### src/rtl/root5_rr_arbiter_if.sv
// Bundle of request/grant signals between five requesters and the
// round-robin arbiter. The arbiter connects through the slave modport; the
// requester side (or a testbench) connects through the master modport.
interface root5_rr_arbiter_if;
  logic [4:0] req;
  logic [4:0] done;
  logic [4:0] gnt;
  logic [2:0] gnt_id;
  logic       busy;
  logic       timeout_pulse;

  modport master (
    output req,
    output done,
    input  gnt,
    input  gnt_id,
    input  busy,
    input  timeout_pulse
  );

  modport slave (
    input  req,
    input  done,
    output gnt,
    output gnt_id,
    output busy,
    output timeout_pulse
  );
endinterface

### src/rtl/root5_rr_arbiter.sv
// Five-way round-robin arbiter with a registered one-hot grant.
// A grant is held until the owner pulses done or drops its request, and one
// idle cycle always separates consecutive grants. After reset requester 0 has
// first priority.
// Optional feature: define ROOT5_ARB_TIMEOUT_EN to force a release after
// MAX_HOLD grant cycles, flagged by a one-cycle timeout_pulse. Without the
// macro grants are held indefinitely and timeout_pulse stays low.
module root5_rr_arbiter #(
  parameter int MAX_HOLD = 16
) (
  input  logic                  clk,
  input  logic                  rst_n,
  root5_rr_arbiter_if.slave     bus
);

  localparam logic [0:0] ST_IDLE  = 1'b0;
  localparam logic [0:0] ST_GRANT = 1'b1;

  // MAX_HOLD has to fit the 8-bit hold counter and allow at least two cycles.
  if (MAX_HOLD < 2 || MAX_HOLD > 255) begin : g_badMaxHold
    $error("root5_rr_arbiter: MAX_HOLD must be in 2..255");
  end

  logic [0:0] r_state;
  logic [4:0] r_gnt;
  logic [2:0] r_gntId;
  logic [2:0] r_lastId;

  logic       w_found;
  logic [2:0] w_pickId;
  logic [2:0] w_cand;
  logic       w_normalRelease;
  logic       w_forceRelease;

  // Indices only ever take the values 0..4, so wrap 4 back to 0.
  function automatic logic [2:0] nextId(input logic [2:0] id);
    nextId = (id >= 3'd4) ? 3'd0 : id + 3'd1;
  endfunction

  // Scan requesters starting just after the last winner, wrapping modulo 5.
  always_comb begin
    w_found  = 1'b0;
    w_pickId = 3'd0;
    w_cand   = nextId(r_lastId);
    for (int k = 0; k < 5; k++) begin
      if (!w_found && bus.req[w_cand]) begin
        w_found  = 1'b1;
        w_pickId = w_cand;
      end
      w_cand = nextId(w_cand);
    end
  end

  // Only the current owner's done or request line can end its grant.
  always_comb begin
    w_normalRelease = 1'b0;
    if (r_state == ST_GRANT) begin
      w_normalRelease = bus.done[r_gntId] | ~bus.req[r_gntId];
    end
  end

`ifdef ROOT5_ARB_TIMEOUT_EN
  localparam logic [7:0] HOLD_LIMIT = 8'(MAX_HOLD);

  logic [7:0] r_holdCnt;
  logic       r_timeoutPulse;

  // A normal release in the limit cycle wins, so no pulse is raised then.
  assign w_forceRelease = (r_state == ST_GRANT) && (r_holdCnt == HOLD_LIMIT)
                          && !w_normalRelease;

  // Count grant cycles from 1 and flag the cycle right after a forced release.
  always_ff @(posedge clk) begin
    if (!rst_n) begin
      r_holdCnt      <= 8'd0;
      r_timeoutPulse <= 1'b0;
    end else begin
      r_timeoutPulse <= w_forceRelease;
      if (r_state == ST_IDLE) begin
        r_holdCnt <= w_found ? 8'd1 : 8'd0;
      end else if (w_normalRelease || w_forceRelease) begin
        r_holdCnt <= 8'd0;
      end else begin
        r_holdCnt <= r_holdCnt + 8'd1;
      end
    end
  end

  assign bus.timeout_pulse = r_timeoutPulse;
`else
  assign w_forceRelease    = 1'b0;
  assign bus.timeout_pulse = 1'b0;
`endif

  // Two-state grant FSM; leaving GRANT always passes through IDLE once.
  always_ff @(posedge clk) begin
    if (!rst_n) begin
      r_state  <= ST_IDLE;
      r_gnt    <= 5'd0;
      r_gntId  <= 3'd0;
      r_lastId <= 3'd4;
    end else if (r_state == ST_IDLE) begin
      if (w_found) begin
        r_state  <= ST_GRANT;
        r_gnt    <= 5'd1 << w_pickId;
        r_gntId  <= w_pickId;
        r_lastId <= w_pickId;
      end
    end else begin
      if (w_normalRelease || w_forceRelease) begin
        r_state <= ST_IDLE;
        r_gnt   <= 5'd0;
        r_gntId <= 3'd0;
      end
    end
  end

  assign bus.gnt    = r_gnt;
  assign bus.gnt_id = r_gntId;
  assign bus.busy   = |r_gnt;

endmodule

### src/flat_wrapper.sv
// flat-port wrapper written by rule: the top's interface ports become plain ports
module root5_rr_arbiter_flat 
#(
  parameter int MAX_HOLD = 16
)
  (clk, rst_n, bus_req, bus_done, bus_gnt, bus_gnt_id, bus_busy, bus_timeout_pulse);
  root5_rr_arbiter_if bus_i ();
  input  logic clk;
  input  logic rst_n;
  input wire logic [$bits(bus_i.req)-1:0] bus_req;
  input wire logic [$bits(bus_i.done)-1:0] bus_done;
  output wire logic [$bits(bus_i.gnt)-1:0] bus_gnt;
  output wire logic [$bits(bus_i.gnt_id)-1:0] bus_gnt_id;
  output wire logic [$bits(bus_i.busy)-1:0] bus_busy;
  output wire logic [$bits(bus_i.timeout_pulse)-1:0] bus_timeout_pulse;
  assign bus_i.req = bus_req;
  assign bus_i.done = bus_done;
  assign bus_gnt = bus_i.gnt;
  assign bus_gnt_id = bus_i.gnt_id;
  assign bus_busy = bus_i.busy;
  assign bus_timeout_pulse = bus_i.timeout_pulse;
  root5_rr_arbiter #(.MAX_HOLD(MAX_HOLD)) u_core (.clk(clk), .rst_n(rst_n), .bus(bus_i));
endmodule
### config.mk
export PLATFORM = sky130hd
export DESIGN_NAME = root5_rr_arbiter_flat
export DESIGN_NICKNAME = d
export VERILOG_FILES = /design/src/rtl/root5_rr_arbiter_if.sv /design/src/rtl/root5_rr_arbiter.sv /design/src/flat_wrapper.sv
export SDC_FILE = /design/constraint.sdc
export NUM_CORES = 1
export LEC_CHECK = 0
export ABC_AREA = 1
export BUFFER_PORTS_ARGS = -buffer_cell sky130_fd_sc_hd__buf_2
export CAP_MARGIN = 10
export CORE_ASPECT_RATIO = 1.1
export CORE_MARGIN = 4
export CORE_UTILIZATION = 30
export DETAILED_ROUTE_END_ITERATION = 16
export MAX_ROUTING_LAYER = met4
export PLACE_DENSITY = 0.54
export RECOVER_POWER = 100
export SETUP_SLACK_MARGIN = 0.5
export SYNTH_ARGS = -nofsm -noshare
export SYNTH_HDL_FRONTEND = slang
export SYNTH_SLANG_ARGS = --single-unit
### constraint.sdc
create_clock -name clk -period 4.9 [get_ports clk]
set_clock_uncertainty 0.15 [all_clocks]
set_input_delay 1.47 -clock clk [delete_from_list [all_inputs] [get_ports clk]]
set_output_delay 1.47 -clock clk [all_outputs]
set_load 0.02 [all_outputs]
==> results_dict.tcl <==
set metrics [dict create \
    status "finished clean" \
    critical_path.reg2reg.endpoint "u_core.bus.gnt_id[0]$_SDFFE_PN0P_" \
    die_height_um 76.8 \
    critPathArrivalTime_ns 3.79 \
    postRouteAntennaNets 0 \
    post_synth_mux_area_share_pct 0 \
    critical_path.endpoint_type "register" \
    worst_path_fanout_max 5 \
    timing.rr.start "u_core.r_lastId[0]$_SDFFE_PN0P_" \
    mappedNetlistArea_um2 1290 \
    numPortBuffers 20 \
    synth-xor-area-share_pct 0 \
    maximum_vdd_drop_mv 0.310 \
    die_x_um 70.6 \
    fmax_ghz 0.266 \
    boundaryPins 22 \
    layout-drive-gt1-share_pct 17.4 \
    dominant_cell_type_by_area_after_synthesis "sky130_fd_sc_hd__dfxtp_1" \
    grt_pass1_vias 1325 \
    clock_sinks 12 \
    cts_resized 0 \
    global_route.usage.total_pct 12.9 \
    worstSetupStartpoint "u_core.r_lastId[0]$_SDFFE_PN0P_" \
    worst-path-buf-inv 5 \
    syn_inst 208 \
    clock_latency_ns 0.25 \
    setup.worst_path.end "u_core.bus.gnt_id[0]$_SDFFE_PN0P_" \
    power_leakage_uw 0.000728 \
    hold_viol_final 0 \
    path_cells "inv_1 -> ha_1 -> inv_1 -> nor2_1 -> ha_1 -> nand2_1 -> inv_1 -> ha_1 -> nand2_1 -> nand2_1 -> inv_1 -> nor2_1 -> ha_1 -> inv_1 -> nor2_1 -> nand3_1 -> nand2_1 -> nor2_1 -> nand3_1 -> nand2_1 -> nand2_1 -> a21oi_1" \
    worstPathRequired_ns 4.92 \
    hold_buffers 0 \
    power_per_unit_of_standard_cell_area_nw_per_um2 825 \
    grt_antenna_before_repair 0 \
    drt-vias-per-instance 4.74 \
    postPlaceCellArea_um2 1440 \
    critPathSlowestCell "sky130_fd_sc_hd__dfxtp_1" \
    ys_top_cells_by_area "sky130_fd_sc_hd__dfxtp_1 19%, sky130_fd_sc_hd__nand3_1 18%, sky130_fd_sc_hd__nand2_1 14%" \
    grt_overflow 0 \
    num-fill-cells 479 \
    num_vias 1338 \
    insertedDiodeCount 0 \
    synth-edff-count 0 \
    mostFrequentLayoutCell "sky130_fd_sc_hd__nand2_1" \
    clock_tree.root_cell "sky130_fd_sc_hd__clkbuf_8" \
    die_area_um2 5420 \
    dp_hpwl_um 2600 \
    h-tree-depth 1 \
    std_cell_rows 24 \
    grt_max_degree 13 \
    syn2layout_area_growth_pct 12.9 \
    num-nets-final 248 \
    synth_top_family_by_area "simple AND/OR/NAND/NOR gates" \
    detail_routed_net_length_per_standard_cell_um 11.6 \
    timing.final.crit_period_ns 3.76 \
    finalSetupTns_ns 0 \
    final_area_um2 1460 \
    path_delay_family "simple AND/OR/NAND/NOR gates" \
    seq_area_frac_synth_pct 18.6 \
    synth_cell_type_count 27 \
    cp_common_cell "sky130_fd_sc_hd__nand2_1" \
    synth-simple-area-share_pct 56.4 \
    drt_first_pass_iters 4 \
    clk_pin_slew_worst_paths_ns 0.05 \
    clock_path_buffers 2 \
    crit_path_max_incr_delay_ns 0.37 \
    avgSynthCellArea_um2 6.21 \
    synth_ff_type "sky130_fd_sc_hd__dfxtp_1" \
    routability_congestion 0.843 \
    worst-r2r-setup-slack_ns 1.14 \
    critical_path_class "register to register" \
    tritoncts "built" \
    grt_setup_unrepaired "false" \
    cts_bufs_inserted 3 \
    post-cts-setup-buffers 0 \
    initial_cell_density_of_the_core_pct 31.9 \
    fraction_of_post_synthesis_cell_area_in_the_top_cell_type_by_area_pct 18.6 \
    postRouteWirelength_um 3270 \
    synth_adder_area_share_pct 4.84 \
    synth_fp_nets 225 \
    timing.final.crit_share_pct 76.8 \
    finalSetupViolCount 0 \
    drcViolationCount 0 \
    first_pass_grt_wire_length_um 5680 \
    worst_setup_start_kind "register" \
    rr_worst_depth 22 \
    min-delay-path-class "register to register" \
    yosys_register_bits 12 \
    timing.final.max_slew_violations 0 \
    coreArea_um2 4050 \
    number_of_maximum_capacitance_constraint_violations 0 \
    ys.warnings.count 0 \
    cp.depth 22 \
    asyncSetResetFlopFracSynth_pct 0 \
    synth_compound_area_share_pct 7.94 \
    most-common-layout-cells "52 x sky130_fd_sc_hd__nand2_1, 47 x sky130_fd_sc_hd__nand3_1, 30 x sky130_fd_sc_hd__inv_1" \
    drt-initial-drc-count 57 \
]
-- metrics by stage --
step / utilization, % / cells / worst slack (ns) / power [uW] / hold WS [ns]
after floorplan: - / 208 / 1.60 / 983 / 0.310
after global placement: 35.5 / 278 / 1.32 / 1160 / 0.339
after detailed placement: 35.5 / 278 / 1.28 / 1150 / 0.340
after CTS: 36.9 / 282 / 1.25 / 1270 / 0.348
after global routing: 36.0 / 282 / 0.670 / 1360 / 0.379
final: 36.0 / 282 / 1.14 / 1200 / 0.336
-- logic make-up (layout without fill, tap and decap cells) --
group	count (synthesis)	count (layout)
buffers and inverters	38	60
AND/OR/NAND/NOR	135	135
other	1	1
adder cells (fa/ha/maj)	5	5
AO/OA/AOI/OAI	17	17
flip-flops	12	12
-- where the power goes --
group / internal, uW / switching (uW) / leakage [uW]
clock: 71.2 / 39.7 / 0.0000288
combinational: 294 / 645 / 0.000601
sequential: 128 / 25.4 / 0.0000985
-- synthesized netlist by cell type, types with 2 or more instances --
| cell | instances |
|---|---|
| sky130_fd_sc_hd__nor3_1 | 2 |
| sky130_fd_sc_hd__nand2_8 | 3 |
| sky130_fd_sc_hd__nand3_1 | 47 |
| sky130_fd_sc_hd__nor2_1 | 11 |
| sky130_fd_sc_hd__inv_1 | 28 |
| sky130_fd_sc_hd__nand2_1 | 48 |
| sky130_fd_sc_hd__nand2_2 | 10 |
| sky130_fd_sc_hd__o221ai_1 | 2 |
| sky130_fd_sc_hd__ha_1 | 5 |
| sky130_fd_sc_hd__nor2_4 | 2 |
| sky130_fd_sc_hd__nand2_4 | 5 |
| sky130_fd_sc_hd__inv_2 | 7 |
| sky130_fd_sc_hd__nand3_2 | 3 |
| sky130_fd_sc_hd__nand4_1 | 2 |
| sky130_fd_sc_hd__dfxtp_1 | 12 |
| sky130_fd_sc_hd__a21oi_1 | 10 |
-- sequential cells by signal, indices dropped and copies added, names as in the netlist --
signal / count
u_core.bus.gnt: 5
u_core.bus.gnt_id: 3
u_core.r_lastId: 3
u_core.r_state: 1
-- how the worst min path moves through the flow --
stage                                                from                               to  slack (ns)  depth (start not counted)
final                     u_core.r_lastId[1]$_SDFFE_PN0P_  u_core.r_lastId[1]$_SDFFE_PN0P_        0.34                          2
after global routing      u_core.r_lastId[1]$_SDFFE_PN0P_  u_core.r_lastId[1]$_SDFFE_PN0P_        0.38                          2
after CTS                 u_core.r_lastId[1]$_SDFFE_PN0P_  u_core.r_lastId[1]$_SDFFE_PN0P_        0.35                          2
after detailed placement  u_core.r_lastId[1]$_SDFFE_PN0P_  u_core.r_lastId[1]$_SDFFE_PN0P_        0.34                          2
after global placement    u_core.r_lastId[1]$_SDFFE_PN0P_  u_core.r_lastId[1]$_SDFFE_PN0P_        0.34                          2
after floorplan           u_core.r_lastId[1]$_SDFFE_PN0P_  u_core.r_lastId[1]$_SDFFE_PN0P_        0.31                          2
-- final cells by class --
class	count	area, um^2	share of cell area (%)
Multi-Input combinational cell	158	875	59.9
Sequential cell	12	240	16.5
Inverter	36	135	9.26
Timing Repair Buffer	20	88.8	6.09
Clock buffer	4	55.1	3.77
Tap cell	52	65.1	4.46
-- layer usage --
layer | track usage, % | wire (um) | up-vias
met5 | - | 0 | -
met2 | 19.0 | 1440 | 32
li1 | - | - | 716
met4 | 5.64 | 57 | 0
met1 | 17.9 | 1610 | 583
met3 | 1.05 | 161 | 7
-- worst min-delay path, cell delays in order, from the launching register on --
cell,delay (ns)
sky130_fd_sc_hd__dfxtp_1,0.32
sky130_fd_sc_hd__nand2_1,0.06
sky130_fd_sc_hd__a21oi_1,0.05
Power figures use the tool's default switching activity.
